==> src/rtl/riscv_decode_pkg.sv <==
// Shared constants, FSM state type and decoded-instruction record for riscv_decode.
package riscv_decode_pkg;

    localparam logic [6:0] OP_R   = 7'b0110011;
    localparam logic [6:0] OP_I   = 7'b0010011;
    localparam logic [6:0] OP_LUI = 7'b0110111;
    localparam logic [6:0] F7_ALT = 7'h20;

    localparam logic [7:0] ALU_ADD  = 8'h00;
    localparam logic [7:0] ALU_SUB  = 8'h01;
    localparam logic [7:0] ALU_SLL  = 8'h02;
    localparam logic [7:0] ALU_SLT  = 8'h03;
    localparam logic [7:0] ALU_SLTU = 8'h04;
    localparam logic [7:0] ALU_XOR  = 8'h05;
    localparam logic [7:0] ALU_SRL  = 8'h06;
    localparam logic [7:0] ALU_SRA  = 8'h07;
    localparam logic [7:0] ALU_OR   = 8'h08;
    localparam logic [7:0] ALU_AND  = 8'h09;
    localparam logic [7:0] ALU_NOP  = 8'hFF;

    typedef enum logic [1:0] {
        IDLE = 2'd0,
        READ = 2'd1,
        EXEC = 2'd2,
        WB   = 2'd3
    } state_t;

    typedef struct packed {
        logic [4:0]  rs1;
        logic [4:0]  rs2;
        logic [4:0]  rd;
        logic [7:0]  op;
        logic [31:0] imm;
        logic        use_imm;
        logic        zero_a;
        logic        legal;
        logic        wr_en;
    } decode_t;

    // funct3 -> operation for the base (funct7 = 0) encodings.
    function automatic logic [7:0] base_op(input logic [2:0] funct3);
        case (funct3)
            3'b000:  base_op = ALU_ADD;
            3'b001:  base_op = ALU_SLL;
            3'b010:  base_op = ALU_SLT;
            3'b011:  base_op = ALU_SLTU;
            3'b100:  base_op = ALU_XOR;
            3'b101:  base_op = ALU_SRL;
            3'b110:  base_op = ALU_OR;
            default: base_op = ALU_AND;
        endcase
    endfunction

endpackage

==> src/rtl/riscv_decode_fields.sv <==
// Purely combinational RV32I field extraction and ALU-op / immediate decode.
module decode_fields
    import riscv_decode_pkg::*;
(
    input  logic [31:0] instr,
    output decode_t     dec
);

    logic [2:0] funct3;
    logic [6:0] funct7;

    assign funct3 = instr[14:12];
    assign funct7 = instr[31:25];

    always_comb begin
        dec         = '0;
        dec.rs1     = instr[19:15];
        dec.rs2     = instr[24:20];
        dec.rd      = instr[11:7];
        dec.op      = ALU_NOP;
        case (instr[6:0])
            OP_R: begin
                if (funct7 == 7'h00) begin
                    dec.legal = 1'b1;
                    dec.op    = base_op(funct3);
                end else if (funct7 == F7_ALT && (funct3 == 3'b000 || funct3 == 3'b101)) begin
                    dec.legal = 1'b1;
                    dec.op    = (funct3 == 3'b000) ? ALU_SUB : ALU_SRA;
                end
            end
            OP_I: begin
                dec.use_imm = 1'b1;
                case (funct3)
                    3'b001: begin
                        dec.imm = {27'b0, instr[24:20]};
                        if (funct7 == 7'h00) begin
                            dec.legal = 1'b1;
                            dec.op    = ALU_SLL;
                        end
                    end
                    3'b101: begin
                        dec.imm = {27'b0, instr[24:20]};
                        if (funct7 == 7'h00) begin
                            dec.legal = 1'b1;
                            dec.op    = ALU_SRL;
                        end else if (funct7 == F7_ALT) begin
                            dec.legal = 1'b1;
                            dec.op    = ALU_SRA;
                        end
                    end
                    default: begin
                        dec.imm   = {{20{instr[31]}}, instr[31:20]};
                        dec.legal = 1'b1;
                        dec.op    = base_op(funct3);
                    end
                endcase
            end
            OP_LUI: begin
                dec.legal   = 1'b1;
                dec.op      = ALU_ADD;
                dec.zero_a  = 1'b1;
                dec.use_imm = 1'b1;
                dec.imm     = {instr[31:12], 12'b0};
            end
            default: ;
        endcase
        dec.wr_en = dec.legal && (dec.rd != 5'd0);
    end

endmodule

==> src/rtl/riscv_decode.sv <==
// Four-state RV32I decode sequencer: accept, read operands, execute, write back.
module riscv_decode
    import riscv_decode_pkg::*;
(
    input  logic        clk,
    input  logic        rst,
    input  logic        instruction_RDY_BSY,
    input  logic [31:0] instruction,
    input  logic [31:0] alu_result,
    output logic [7:0]  alu_opcode,
    output logic [31:0] alu_imm1,
    output logic [31:0] alu_imm2,
    output logic        RF_chip_enable,
    output logic        RF_write_enable,
    input  logic [31:0] RF_reg1_data,
    input  logic [31:0] RF_reg2_data,
    output logic [4:0]  RF_rs1_address,
    output logic [4:0]  RF_rs2_address,
    output logic [4:0]  RF_WR_add,
    output logic [31:0] RF_WriteData,
    output state_t      fsm_state
);

    // Handshake: instruction_RDY_BSY is a valid strobe with no ready return;
    // it is sampled only in IDLE, and a held strobe re-accepts every 4 cycles.
    state_t      state, state_nxt;
    logic [31:0] instr_q;
    logic [31:0] dec_in;
    decode_t     dec;
    logic        accept, load_ops, capture, wb_done;

    // In IDLE the decoder sees the incoming word so the source addresses load on accept.
    assign dec_in = (state == IDLE) ? instruction : instr_q;

    decode_fields u_decode_fields (
        .instr (dec_in),
        .dec   (dec)
    );

    always_ff @(posedge clk or negedge rst) begin
        if (!rst) state <= IDLE;
        else      state <= state_nxt;
    end

    always_comb begin
        state_nxt = state;
        case (state)
            IDLE:    if (instruction_RDY_BSY) state_nxt = READ;
            READ:    state_nxt = EXEC;
            EXEC:    state_nxt = WB;
            default: state_nxt = IDLE;
        endcase
    end

    always_comb begin
        accept    = (state == IDLE) && instruction_RDY_BSY;
        load_ops  = (state == READ);
        capture   = (state == EXEC);
        wb_done   = (state == WB);
        fsm_state = state;
    end

    always_ff @(posedge clk or negedge rst) begin
        if (!rst) begin
            instr_q         <= '0;
            alu_opcode      <= '0;
            alu_imm1        <= '0;
            alu_imm2        <= '0;
            RF_chip_enable  <= 1'b0;
            RF_write_enable <= 1'b0;
            RF_rs1_address  <= '0;
            RF_rs2_address  <= '0;
            RF_WR_add       <= '0;
            RF_WriteData    <= '0;
        end else begin
            if (accept) begin
                instr_q         <= instruction;
                RF_rs1_address  <= dec.rs1;
                RF_rs2_address  <= dec.rs2;
                RF_chip_enable  <= 1'b1;
                RF_write_enable <= 1'b0;
            end
            if (load_ops) begin
                alu_opcode     <= dec.op;
                alu_imm1       <= (dec.legal && !dec.zero_a) ? RF_reg1_data : 32'd0;
                alu_imm2       <= !dec.legal ? 32'd0 : (dec.use_imm ? dec.imm : RF_reg2_data);
                RF_chip_enable <= 1'b0;
            end
            if (capture) begin
                RF_WriteData <= alu_result;
                if (dec.wr_en) begin
                    RF_chip_enable  <= 1'b1;
                    RF_write_enable <= 1'b1;
                    RF_WR_add       <= dec.rd;
                end else begin
                    RF_chip_enable  <= 1'b0;
                end
            end
            if (wb_done) begin
                RF_chip_enable  <= 1'b0;
                RF_write_enable <= 1'b0;
            end
        end
    end

endmodule

==> config.mk <==
export PLATFORM = sky130hd
export DESIGN_NAME = riscv_decode
export DESIGN_NICKNAME = d
export VERILOG_FILES = /design/src/rtl/riscv_decode_pkg.sv /design/src/rtl/riscv_decode_fields.sv /design/src/rtl/riscv_decode.sv
export SDC_FILE = /design/constraint.sdc
export NUM_CORES = 1
export LEC_CHECK = 0
export ABC_AREA = 0
export CAP_MARGIN = 25
export CORE_ASPECT_RATIO = 1.2
export CORE_MARGIN = 2
export CORE_UTILIZATION = 48
export CTS_CLUSTER_DIAMETER = 80
export DETAILED_ROUTE_END_ITERATION = 6
export PLACE_DENSITY = 0.92
export SYNTH_ARGS = -nofsm -noshare
export SYNTH_HDL_FRONTEND = slang
export SYNTH_SLANG_ARGS = --single-unit
==> constraint.sdc <==
create_clock -name clk -period 3.8 [get_ports clk]
set_input_delay 0.95 -clock clk [delete_from_list [all_inputs] [get_ports clk]]
set_output_delay 0.95 -clock clk [all_outputs]
set_load 0.05 [all_outputs]
==> reports/metrics.csv, run 1 <==
stage,metric,value,unit
run_status,status,"complete, but fails checks",
run_status,violations,design-rule violations,
logic_synthesis,syn-num-nets,749,
cells_and_area,drive_gt1_share,15.0,%
cells_and_area,final_cell_mix,"252 x clkdlybuf4s50_1, 156 x nand2_1, 152 x dfrtp_1",
sta,setup_ws,0.860,ns
logic_synthesis,ys_top_cells_by_area,"dfrtp_1 56%, mux2_2 9.0%, nand2_1 8.5%",
place,port_buffers,253,
power_and_ir_drop,peakVddDrop,0.498,mV
sta,rsz0062_at_grt,no,
floorplan,fp.coreArea,13900,µm²
global_routing,grt_pass1_wl,31700,µm
clock_network,cts_setup_buffers,0,
clock_network,h-tree-depth,4,
clock_network,clk_pin_slew_worst_paths,0.06,ns
worst_setup_path,r2r_start,fsm_state[1],
floorplan,start_util,49.4,%
place,place_inst,1011,
sta,post-route-period-util,77.4,%
cells_and_area,instances_no_fill,1043,
sta,final.min_clock_period,2.94,ns
logic_synthesis,synthDistinctLibCells,62,
drt,drc,15,
global_routing,antenna_found_initial,0,
logic_synthesis,yosys_most_used_dff,dfrtp_1,
worst_setup_path,cp.arrival,3.25,ns
drt,wire_per_inst,19.8,µm
logic_synthesis,synth_edf_count,0,
clock_network,cts_inserted_buffers,17,
clock_network,cts_root_buf,clkbuf_16,
logic_synthesis,synth_warnings,0,
floorplan,die-area,15300,µm²
cells_and_area,fill_cells,937,
logic_synthesis,syn-cell-area,6850,µm²
sta,fmax,0.340,GHz
worst_setup_path,crit_type,flip-flop to flip-flop,
global_routing,grt_start_max_net_pins,80,
cells_and_area,n_antenna_cell,0,
worst_setup_path,end_kind,flip-flop,
floorplan,num_io_pins,254,
cells_and_area,nets,994,
clock_network,ctsHoldBuffers,0,
clock_network,clk_latency,0.43,ns
global_routing,grt_pass1_vias,5881,
drt,drt_iter0_markers,448,
place,dpl.hpwl,14800,µm
power_and_ir_drop,p_per_area,783,nW/µm²
sta,relSlewSlack,41.6,%
worst_setup_path,crit_path_max_fanout,16,
global_routing,grt.total_usage,26.8,%
logic_synthesis,ys_ff_latch,152,
worst_setup_path,cp-startpoint,fsm_state[1],
floorplan,die_h,135,µm
floorplan,die_x,113,µm
sta,tightest_slew,0.874,ns
sta,slew_violations,0,
worst_setup_path,required,4.11,ns
power_and_ir_drop,p_leak,4.48,nW
sta,finalClockSkew,0.00977,ns
clock_network,clock-sinks,152,
clock_network,cts_tree,built,
place,place.gp.congestion,0.911,
cells_and_area,final_common_cell,clkdlybuf4s50_1,
global_routing,grt-ovfl-total,0,
min_path,worstHoldPathType,flip-flop to flip-flop,
min_path,min_from,instr_q[17],
clock_network,clockBufferDepth,2,
sta,tns,0,ns
drt,vias_per_cell,5.55,
floorplan,fp-row-count,47,
logic_synthesis,synth_top_area_share,55.5,%
clock_network,cts_repair_resize_count,0,
drt,drtPass1Iterations,7,
drt,drt_wl_total,20600,µm
sta,finalHoldViolations,0,
logic_synthesis,synth.yosys.seq_area_share,55.5,%
logic_synthesis,synth_top_area_cell,dfrtp_1,
run,cap_violations,0,
logic_synthesis,syn_inst,614,
drt,vias,5792,
logic_synthesis,async_flop_share,100,%
place,pre_cts_ws,0.469,ns
logic_synthesis,avgSynthCellArea,11.2,µm²
drt,final_antenna_net_count,0,
worst_setup_path,start_kind,flip-flop,
cells_and_area,syn2layout_area_growth,48.6,%
sta,finalSetupViolCount,0,
-- metal layers --
layer / track usage, % / vias up / wire length, µm
met5: 0 / - / 0
met4: 13.6 / 0 / 848
met3: 5.52 / 60 / 1190
met2: 45.0 / 234 / 10600
met1: 32.9 / 2823 / 7960
li1: - / 2675 / -
-- kinds of logic (layout without fill, tap and decap cells) --
| family | Yosys count | after routing | synth area share [%] |
|---|---|---|---|
| AOI/OAI and AO/OA | 137 | 137 | 16.7 |
| xor gates and xnor gates | 2 | 2 | 0.256 |
| adders and majority gates | 4 | 4 | 0.730 |
| buffers and inverters | 49 | 307 | 3.36 |
| DFF | 152 | 152 | 55.5 |
| muxes | 66 | 66 | 10.6 |
| and+or+nand+nor | 204 | 204 | 12.8 |
-- state kept, by name, indices dropped and copies added, names as in the netlist, 2 cells and up --
name            flops
RF_WriteData       32
alu_imm1           32
alu_imm2           32
instr_q            32
RF_WR_add           5
RF_rs1_address      5
RF_rs2_address      5
alu_opcode          5
fsm_state           2
-- synth_stat cells, types with 2 or more instances --
master and instances:
nand3_1 2, a221oi_1 6, a21oi_1 15, buf_2 13, o31ai_1 4, dfrtp_1 152, and2_1 3, mux2_2 55
o21ai_0 10, nand2_1 156, buf_6 2, xor2_1 2, buf_4 4, o31ai_2 8, nand2b_1 2, o2bb2ai_1 20
a221o_1 5, nor4_1 4, o21bai_1 2, nor2_1 13, buf_1 2, o22a_1 2, a31o_2 6, a22o_1 38
clkbuf_1 23, mux2i_1 11, inv_1 4, nor2b_1 4, ha_1 4, a211oi_1 5, nor3_1 6
-- stage by stage --
stage / utilization [%] / instance area, µm² / power (mW) / hold slack (ns)
finish: 73.4 / 10200 / 7.97 / 0.474
global route: 73.4 / 10200 / 8.35 / 0.492
CTS: 73.4 / 10200 / 8.00 / 0.476
detailed placement: 68.7 / 9540 / 6.12 / 0.460
global placement: 68.7 / 9540 / 6.03 / 0.449
floorplan: - / 6850 / 4.86 / 0.436
-- area by class of cell --
class	instances	area, µm²	share of cell area, %
multi-input cells	413	2830	27.8
repair buffers	270	2670	26.3
well taps	171	214	2.10
clock buffers	21	450	4.42
clock inverters	11	195	1.92
flip-flops and latches	152	3800	37.4
inverters	5	18.8	0.184
-- critical path: stages, from the launching register on --
cell and delay (ns):
dfrtp_1 0.42, inv_1 0.12, ha_2 0.42, and4bb_2 0.29, o22ai_2 0.42, or2_1 0.32
o21bai_4 0.21, nand2_1 0.29, a31o_2 0.33
-- power by group --
| group | total (mW) | internal, mW | switching (mW) |
|---|---|---|---|
| clock network | 1.85 | 1.18 | 0.666 |
| registers | 2.38 | 2.09 | 0.290 |
| logic | 3.75 | 1.39 | 2.35 |
| total | 7.97 | 4.66 | 3.31 |
-- path summary, 6_finish.rpt --
kind | cells past startpoint | slack, ns | endpoint
max | 8 | 0.86 | alu_imm2[19]
max in group asynchronous | 2 | 2.37 | alu_imm1[7]
min reg2reg | 2 | 0.47 | instr_q[17]
min in group asynchronous | 1 | 0.56 | RF_rs1_address[1]
min | 2 | 0.47 | instr_q[17]
max reg2reg | 8 | 0.86 | alu_imm2[19]
No activity file was read; power rests on OpenSTA's default activity.
==> run 2, diff against run 1 <==
--- a/config.mk
+++ b/config.mk
@@ -9,10 +9,10 @@
 export CAP_MARGIN = 25
 export CORE_ASPECT_RATIO = 1.2
 export CORE_MARGIN = 2
-export CORE_UTILIZATION = 48
+export CORE_UTILIZATION = 45
 export CTS_CLUSTER_DIAMETER = 80
 export DETAILED_ROUTE_END_ITERATION = 6
-export PLACE_DENSITY = 0.92
+export PLACE_DENSITY = 0.87
 export SYNTH_ARGS = -nofsm -noshare
 export SYNTH_HDL_FRONTEND = slang
 export SYNTH_SLANG_ARGS = --single-unit
==> constraint.sdc (replaced) <==
create_clock -name clk -period 2.8 [get_ports clk]
set_input_delay 0.7 -clock clk [delete_from_list [all_inputs] [get_ports clk]]
set_output_delay 0.7 -clock clk [all_outputs]
set_load 0.05 [all_outputs]
==> run 2 against run 1 <==
Against the previous run: the flow now finishes without violations; maximum frequency up 17%; count of clock-buffer cells in the layout grew 1; die area rose by 6.4%; routed wire length decreased by 0.45%; global-route usage decreased by 0.81 points; critical endpoint is now alu_imm2[13]; highest routed layer unchanged.
==> reports/metrics.csv, run 2 (synthesis results as in run 1) <==
stage,metric,value,unit,change
worst_setup_path,r2r_start,fsm_state[1],,
worst_setup_path,path_common_cell,buf_4,,
cells_and_area,final_common_cell,clkdlybuf4s50_1,,
drt,vias,5889,,+1.7%
worst_setup_path,start_kind,flip-flop,,
clock_network,cts_tree,built,,
sta,final.min_clock_period,2.51,ns,-0.429 ns
cells_and_area,syn2layout_area_growth,53.0,%,
sta,rsz0062_at_grt,no,,
sta,finalHoldViolations,0,,unchanged
clock_network,clock-sinks,152,,unchanged
floorplan,die-area,16200,µm²,+6.4%
worst_setup_path,cp.arrival,2.86,ns,-0.39 ns
floorplan,start_util,45.8,%,-3.6 points
floorplan,fp-row-count,49,,+4.3%
worst_setup_path,cp-startpoint,fsm_state[1],,
sta,tightest_slew,0.662,ns,-0.212 ns
drt,drt_iter0_markers,357,,-20%
drt,vias_per_cell,5.36,,-3.4%
clock_network,clk_latency,0.43,ns,about the same
cells_and_area,fin_util,70.1,%,-3.3 points
cells_and_area,seq_area,3800,µm²,unchanged
worst_setup_path,crit_type,flip-flop to flip-flop,,
floorplan,fp.coreArea,15000,µm²,+7.8%
worst_setup_path,path_cells,inv_1 -> ha_4 -> buf_4 -> mux2i_1 -> nor2_2 -> buf_4 -> nor4_2 -> buf_12 -> a221o_1 -> nand2_1 -> o2bb2ai_1,,
power_and_ir_drop,p_per_area,1040,nW/µm²,+33%
global_routing,grt_pass1_vias,5972,,+1.5%
drt,drc,0,,-15
global_routing,grt_start_max_net_pins,58,,-28%
drt,drtPass1Iterations,5,,-2
clock_network,cts_inserted_buffers,17,,unchanged
sta,slew_violations,0,,unchanged
worst_setup_path,required,3.15,ns,-0.96 ns
global_routing,grt.total_usage,26.0,%,-0.81 points
sta,tns,0,ns,unchanged
clock_network,cts_setup_buffers,0,,unchanged
clock_network,clockBufferDepth,2,,unchanged
worst_setup_path,critPathMaxStageDelay,0.39,ns,-0.03 ns
global_routing,antenna_found_initial,0,,unchanged
global_routing,grt-ovfl-total,0,,unchanged
cells_and_area,n_antenna_cell,0,,unchanged
place,pre_cts_ws,-0.0208,ns,-0.489 ns
sta,setup_ws,0.289,ns,-0.571 ns
worst_setup_path,crit_path_max_fanout,20,,+4
power_and_ir_drop,peakVddDrop,0.696,mV,+40%
drt,wire_per_inst,18.7,µm,-5.4%
place,place.gp.congestion,0.930,,+2.0%
floorplan,num_io_pins,254,,unchanged
place,port_buffers,253,,unchanged
run_status,status,"finished, final reports clean",,
sta,post-route-period-util,89.7,%,+12 points
sta,fmax,0.398,GHz,+17%
place,dpl.hpwl,14900,µm,+1.1%
drt,final_antenna_net_count,0,,unchanged
cells_and_area,final_cell_mix,"252 x clkdlybuf4s50_1, 156 x nand2_1, 152 x dfrtp_1",,
cells_and_area,multiInputGateArea,2840,µm²,+0.35%
clock_network,clk_pin_slew_worst_paths,0.06,ns,about the same
clock_network,cts_root_buf,clkbuf_16,,
cells_and_area,nets,1017,,+2.3%
cells_and_area,drive_gt1_share,17.1,%,+2.1 points
drt,drt_wl_total,20500,µm,-0.45%
worst_setup_path,end_kind,flip-flop,,
sta,relSlewSlack,55.8,%,+14 points
place,post_dp_cell_area,9860,µm²,+3.4%
power_and_ir_drop,p_leak,4.62,nW,+3.2%
cells_and_area,final_area,10500,µm²,+3.0%
clock_network,h-tree-depth,4,,unchanged
floorplan,die_h,139,µm,+3.2%
sta,finalClockSkew,0.0144,ns,+0.00458 ns
cells_and_area,fill_cells,1108,,+18%
sta,whs,0.238,ns,-0.236 ns
worst_setup_path,critPathSlowestCell,dfrtp_1,,
run,cap_violations,0,,unchanged
min_path,worstHoldPathType,primary input to asynchronous set/reset pin,,
floorplan,die_x,117,µm,+3.2%
global_routing,grt_pass1_wl,32400,µm,+2.1%
sta,finalSetupViolCount,0,,unchanged
run 2: cell count changes in the layout (fill, tap and decap cells not counted), sizes merged:
| cell | previous run | this run |
|---|---|---|
| buf | 18 | 41 |
| bufinv | 5 | 4 |
| clkbuf | 21 | 22 |
| clkinv | 2 | 4 |
| clkinvlp | 3 | 1 |
| inv | 6 | 5 |
run 2: metrics by stage:
step           power, mW  std cells
2_1_floorplan       6.59        614
3_3_place_gp        8.36       1067
3_5_place_dp        8.48       1067
4_1_cts             10.9       1098
5_1_grt             11.4       1098
6_report            10.9       1098
run 2: power breakdown:
part / internal [mW] / switching (mW) / total [mW]
Combinational: 2.05 / 3.24 / 5.28
Sequential: 2.83 / 0.368 / 3.20
Clock: 1.53 / 0.877 / 2.40
run 2: final cells by class:
| type | count | area share, % |
|---|---|---|
| Sequential cell | 152 | 36.3 |
| Timing Repair Buffer | 293 | 28.2 |
| Multi-Input combinational cell | 413 | 27.1 |
| Clock buffer | 22 | 4.43 |
| Tap cell | 204 | 2.43 |
| Clock inverter | 9 | 1.41 |
| Inverter | 5 | 0.179 |
run 2: final timing paths:
kind | to | slack [ns] | cells past startpoint
hold / removal | RF_rs1_address[2] | 0.24 | 1
min in group clk | instr_q[19] | 0.47 | 2
hold reg to reg | instr_q[19] | 0.47 | 2
setup reg to reg | alu_imm2[13] | 0.29 | 11
max in group asynchronous | RF_WriteData[8] | 1.90 | 2
setup / recovery | alu_imm2[13] | 0.29 | 11
run 2: worst max-delay path, delay by kind of cell (launching register included):
kind	cells	cell delay (ns)
flops	1	0.39
fa+ha+maj	1	0.29
compound gates	2	0.25
mux	1	0.30
buf+inv	4	0.72
simple gates	3	0.47
run 2: timing repair:
item | in CTS | in global routing
hold buffers | 0 | 0
setup endpoints to repair | 0 | 8
resized for setup | 0 | 1
run 2: per-layer routing:
layer	global-route usage, %	vias to the layer above	part of all wire, %
met2	41.8	261	50
li1	-	2728	-
met1	33.9	2848	40
met4	10.8	0	3.4
met3	5.90	52	7.0
met5	0	-	0
==> run 3, diff against run 2 <==
--- a/config.mk
+++ b/config.mk
@@ -13,6 +13,8 @@
 export CTS_CLUSTER_DIAMETER = 80
 export DETAILED_ROUTE_END_ITERATION = 6
 export PLACE_DENSITY = 0.87
+export RECOVER_POWER = 25
+export SKIP_CTS_REPAIR_TIMING = 1
 export SYNTH_ARGS = -nofsm -noshare
 export SYNTH_HDL_FRONTEND = slang
 export SYNTH_SLANG_ARGS = --single-unit
==> run 3 against run 2 <==
Against the previous run: register-to-register slack about the same; final area decreased by 0.35%; worst setup slack got worse by 0.0014 ns; critical path type unchanged; largest power group unchanged.
==> reports/metrics.csv, run 3 (synthesis results as in run 1) <==
stage,metric,value,unit,change
drt,final_antenna_net_count,0,,unchanged
cells_and_area,drive_gt1_share,17.1,%,unchanged
sta,relSlewSlack,3.81,%,-52 points
global_routing,antenna_found_initial,0,,unchanged
drt,drt_wl_total,20600,µm,+0.23%
clock_network,cts_inserted_buffers,17,,unchanged
cells_and_area,final_cell_mix,"252 x clkdlybuf4s50_1, 156 x nand2_1, 152 x dfrtp_1",,
min_path,worstHoldPathType,flip-flop to flip-flop,,
place,place.gp.congestion,0.930,,unchanged
cells_and_area,n_antenna_cell,0,,unchanged
clock_network,clock-sinks,152,,unchanged
global_routing,grt.total_usage,26.0,%,unchanged
global_routing,grt-ovfl-total,0,,unchanged
global_routing,grt_pass1_wl,32400,µm,unchanged
floorplan,fp.coreArea,15000,µm²,unchanged
drt,drc,0,,unchanged
cells_and_area,fill_cells,1114,,+0.54%
cells_and_area,syn2layout_area_growth,52.5,%,
run,cap_violations,0,,unchanged
worst_setup_path,start_kind,flip-flop,,
floorplan,die_x,117,µm,unchanged
global_routing,grt_start_max_net_pins,58,,unchanged
place,dpl.hpwl,14900,µm,unchanged
run_status,status,"finished, final reports clean",,
sta,post-route-period-util,89.7,%,about the same
worst_setup_path,crit_type,flip-flop to flip-flop,,
power_and_ir_drop,peakVddDrop,0.696,mV,about the same
place,port_buffers,253,,unchanged
cells_and_area,nets,1017,,unchanged
worst_setup_path,critPathSlowestCell,dfrtp_1,,
drt,drtPass1Iterations,7,,+2
worst_setup_path,cp_top_family,buffers and inverters,,
worst_setup_path,critPathMaxStageDelay,0.39,ns,about the same
floorplan,num_io_pins,254,,unchanged
worst_setup_path,path_buf_inv,4,,unchanged
clock_network,clockBufferDepth,2,,unchanged
worst_setup_path,path_cells,inv_1 -> ha_4 -> buf_4 -> mux2i_1 -> nor2_2 -> buf_4 -> nor4_2 -> buf_12 -> a221o_1 -> nand2_1 -> o2bb2ai_1,,
floorplan,fp-row-count,49,,unchanged
cells_and_area,final_common_cell,clkdlybuf4s50_1,,
worst_setup_path,crit_path_max_fanout,20,,unchanged
drt,wire_per_inst,18.7,µm,+0.23%
sta,fmax,0.398,GHz,about the same
global_routing,grt_pass1_vias,5972,,unchanged
drt,vias,5879,,-0.17%
sta,final.min_clock_period,2.51,ns,+0.00139 ns
power_and_ir_drop,p_per_area,1040,nW/µm²,+0.41%
cells_and_area,fin_util,69.9,%,-0.24 points
floorplan,start_util,45.8,%,unchanged
sta,tns,0,ns,unchanged
clock_network,cts_tree,built,,
worst_setup_path,r2r_slack,0.29,ns,about the same
drt,vias_per_cell,5.35,,-0.17%
sta,rsz0062_at_grt,no,,
power_and_ir_drop,p_leak,4.61,nW,-0.27%
drt,drt_iter0_markers,341,,-4.5%
clock_network,clk_pin_slew_worst_paths,0.06,ns,about the same
sta,finalHoldViolations,0,,unchanged
clock_network,cts_root_buf,clkbuf_16,,
worst_setup_path,required,3.15,ns,about the same
cells_and_area,final_area,10500,µm²,-0.35%
floorplan,die_h,139,µm,unchanged
worst_setup_path,end_kind,flip-flop,,
clock_network,h-tree-depth,4,,unchanged
clock_network,clk_latency,0.43,ns,about the same
sta,tightest_slew,1.44,ns,+0.781 ns
worst_setup_path,cp.arrival,2.86,ns,about the same
worst_setup_path,path_common_cell,buf_4,,
sta,slew_violations,0,,unchanged
floorplan,die-area,16200,µm²,unchanged
sta,finalSetupViolCount,0,,unchanged
sta,finalClockSkew,0.00980,ns,-0.00456 ns
place,post_dp_cell_area,9860,µm²,unchanged
-- run 3: metrics by stage --
| step | power (mW) | instances | hold WS (ns) | worst slack (ns) |
|---|---|---|---|---|
| after global placement | 8.36 | 1067 | 0.450 | -0.00938 |
| after global routing | 11.4 | 1098 | 0.495 | 0.0619 |
| final | 10.9 | 1098 | 0.469 | 0.288 |
| after detailed placement | 8.48 | 1067 | 0.460 | -0.0208 |
| after floorplan | 6.59 | 614 | 0.404 | 0.0254 |
| after CTS | 10.9 | 1098 | 0.255 | 0.156 |
-- run 3: cell type report --
type                    count  area [µm²]  share of cell area (%)
clock buffers              22         464                    4.44
clock inverters             9         148                    1.41
inverters                   5        18.8                   0.180
multi-input cells         413        2840                    27.2
flip-flops and latches    152        3800                    36.4
well taps                 204         255                    2.44
repair buffers            293        2920                    28.0
-- run 3: worst paths after layout --
check | endpoint | from | cells past startpoint
setup reg to reg | alu_imm2[13] | fsm_state[1] | 11
min in group asynchronous | RF_rs1_address[2] | rst | 1
max in group asynchronous | alu_imm1[25] | rst | 2
hold / removal | instr_q[19] | instr_q[19] | 2
setup / recovery | alu_imm2[13] | fsm_state[1] | 11
hold reg to reg | instr_q[19] | instr_q[19] | 2
-- run 3: worst reg2reg max path: stages, from the launching register on --
cell	delay [ns]
dfrtp_1	0.39
inv_1	0.13
ha_4	0.29
buf_4	0.25
mux2i_1	0.30
nor2_2	0.06
buf_4	0.15
nor4_2	0.36
buf_12	0.20
a221o_1	0.12
nand2_1	0.05
o2bb2ai_1	0.14
-- run 3: where the power goes --
part           switching [mW]  total (mW)  internal (mW)  leakage (nW)
combinational            3.25        5.29           2.04          2.36
sequential              0.369        3.20           2.83          1.96
clock                   0.878        2.41           1.53         0.300
total                    4.49        10.9           6.40          4.61
-- run 3: per-layer routing --
layer	vias up	GRT usage (%)	share of wire, %
met1	2845	33.9	40
li1	2728	-	-
met3	57	5.90	6.5
met5	-	0	0
met2	249	41.8	50
met4	0	10.8	3.4
==> variant, RTL diff (flow settings as in run 2) <==
Make the reset (`rst`) synchronous in 2 clocked blocks.
--- a/src/rtl/riscv_decode.sv
+++ b/src/rtl/riscv_decode.sv
@@ -38,5 +38,5 @@
     );
 
-    always_ff @(posedge clk or negedge rst) begin
+    always_ff @(posedge clk) begin
         if (!rst) state <= IDLE;
         else      state <= state_nxt;
@@ -61,5 +61,5 @@
     end
 
-    always_ff @(posedge clk or negedge rst) begin
+    always_ff @(posedge clk) begin
         if (!rst) begin
             instr_q         <= '0;
Behaviour: differs if rst is asserted again (counterexample within 4 cycles, from zero or initial values and one cycle with rst low); with rst held inactive, the same outputs for 4 cycles.
==> variant against run 2 <==
Via count rose by 12%; wire length barely moved; area after synthesis barely moved; power fell by 24%; sequential cell count did not move; final cell count rose by 12%; worst setup slack got worse by 0.18 ns; final area fell by 0.39%.
==> variant: results (changes against run 2) <==
Slew Limit Headroom=0.4501 (was 0.5578); Worst Path Max Fanout=12 (was 20); worst stage delay on the critical path=0.42 ns (was 0.39 ns); post-DR vias/cell=5.324 (was 5.363); top cells by count, synth=152 x dfxtp_1, 126 x nand2_1, 48 x clkbuf_1 (was 156 x nand2_1, 152 x dfrtp_1, 55 x mux2_2); Worst Skew=0.007743 ns (was 0.01435 ns); share of cells above drive strength 1=0.1115 (was 0.1711); post-synthesis compound-gate area fraction=0.2329 (was 0.1672); Seq group=2.60 mW (was 3.20 mW); worst reg2reg setup slack=0.11 ns (was 0.29 ns); Iter 0 DRT Violations=507 (was 357); Hold Slack=0.4474 ns (was 0.2377 ns); total track usage=0.2451 (was 0.2602); adder-cell share of the synthesized area=0.007301 (was 0.007303); insertion delay to the later sink of the worst-skew pair=0.41 ns (was 0.43 ns); global-route wire length before repair=31.60 mm (was 32.40 mm); estimated wirelength of the detail-placed design=14.71 mm (was 14.92 mm); maximum vdd drop=458.3 µV (was 696.2 µV); Synth area leaders=dfxtp_1 44%, nand2_1 6.9%, mux2i_1 6.1% (was dfrtp_1 56%, mux2_2 9.0%, nand2_1 8.5%); Post-Layout Cell Count=1235 (was 1098); reg-to-reg startpoint=fsm_state[0]$_SDFFE_PN0P_ (was fsm_state[1]$_DFFE_PN0P_); Worst path slowest cell=nor4b_1 (was dfrtp_1); R2R Path End=alu_imm1[3]$_SDFFE_PN0P_ (was alu_imm2[13]$_DFFE_PN0P_); Int Power=5.139 mW (was 6.406 mW); arrival time at the worst endpoint=3.02 ns (was 2.86 ns); Setup WS pre-CTS=-0.2097 ns (was -0.02080 ns); fillers=1184 (was 1108); vias in the first global route=6346 (was 5972); outcome=completed (unchanged); total nets after synthesis=894 (was 749)
## variant: cell count changes after synthesis, sizes merged, moves of 32 or more
cell     before  now
dfrtp       152    0
o2111ai       0   32
dfxtp         0  152
a22o         38    1
a21boi        1   74
nand2b        2   39
o21ai        11   44
nor2b         4   39
mux2         55   17
## variant: cell type report
type | count | share of cell area
Multi-Input combinational cell | 535 | 0.3388
Tap cell | 204 | 0.02444
Clock inverter | 10 | 0.009104
Sequential cell | 152 | 0.2913
Inverter | 5 | 0.001797
Timing Repair Buffer | 307 | 0.2892
Clock buffer | 22 | 0.04540
## variant: critical path, delay by kind of cell (launching register included)
kind | cells | cell delay [ns]
AND/OR/NAND/NOR | 4 | 0.98
buffers and inverters | 4 | 0.59
AO/OA/AOI/OAI | 2 | 0.35
flip-flops | 1 | 0.31
adder cells (fa/ha/maj) | 1 | 0.37
## variant: how the worst max path moves through the flow
stage | startpoint | endpoint | slack [ns] | cells after the start
after floorplan | fsm_state[0]$_SDFFE_PN0P_ | alu_imm2[15]$_SDFFE_PN0P_ | 0.03 | 10
after global placement | instruction[12] | RF_WR_add[1]$_SDFFE_PN0P_ | -0.13 | 9
after detailed placement | instruction[27] | alu_imm1[1]$_SDFFE_PN0P_ | -0.21 | 10
after CTS | fsm_state[0]$_SDFFE_PN0P_ | alu_imm1[3]$_SDFFE_PN0P_ | 0.15 | 11
after global routing | fsm_state[0]$_SDFFE_PN0P_ | alu_imm1[3]$_SDFFE_PN0P_ | 0.06 | 11
final | fsm_state[0]$_SDFFE_PN0P_ | alu_imm1[3]$_SDFFE_PN0P_ | 0.11 | 11
## variant: per-layer routing
layer  part of all wire  track usage  vias up
met4              0.025      0.09350        0
met1               0.40       0.2840     3074
li1                   -            -     3208
met3              0.075      0.06425       46
met5                  0            0        -
met2               0.50       0.4269      247
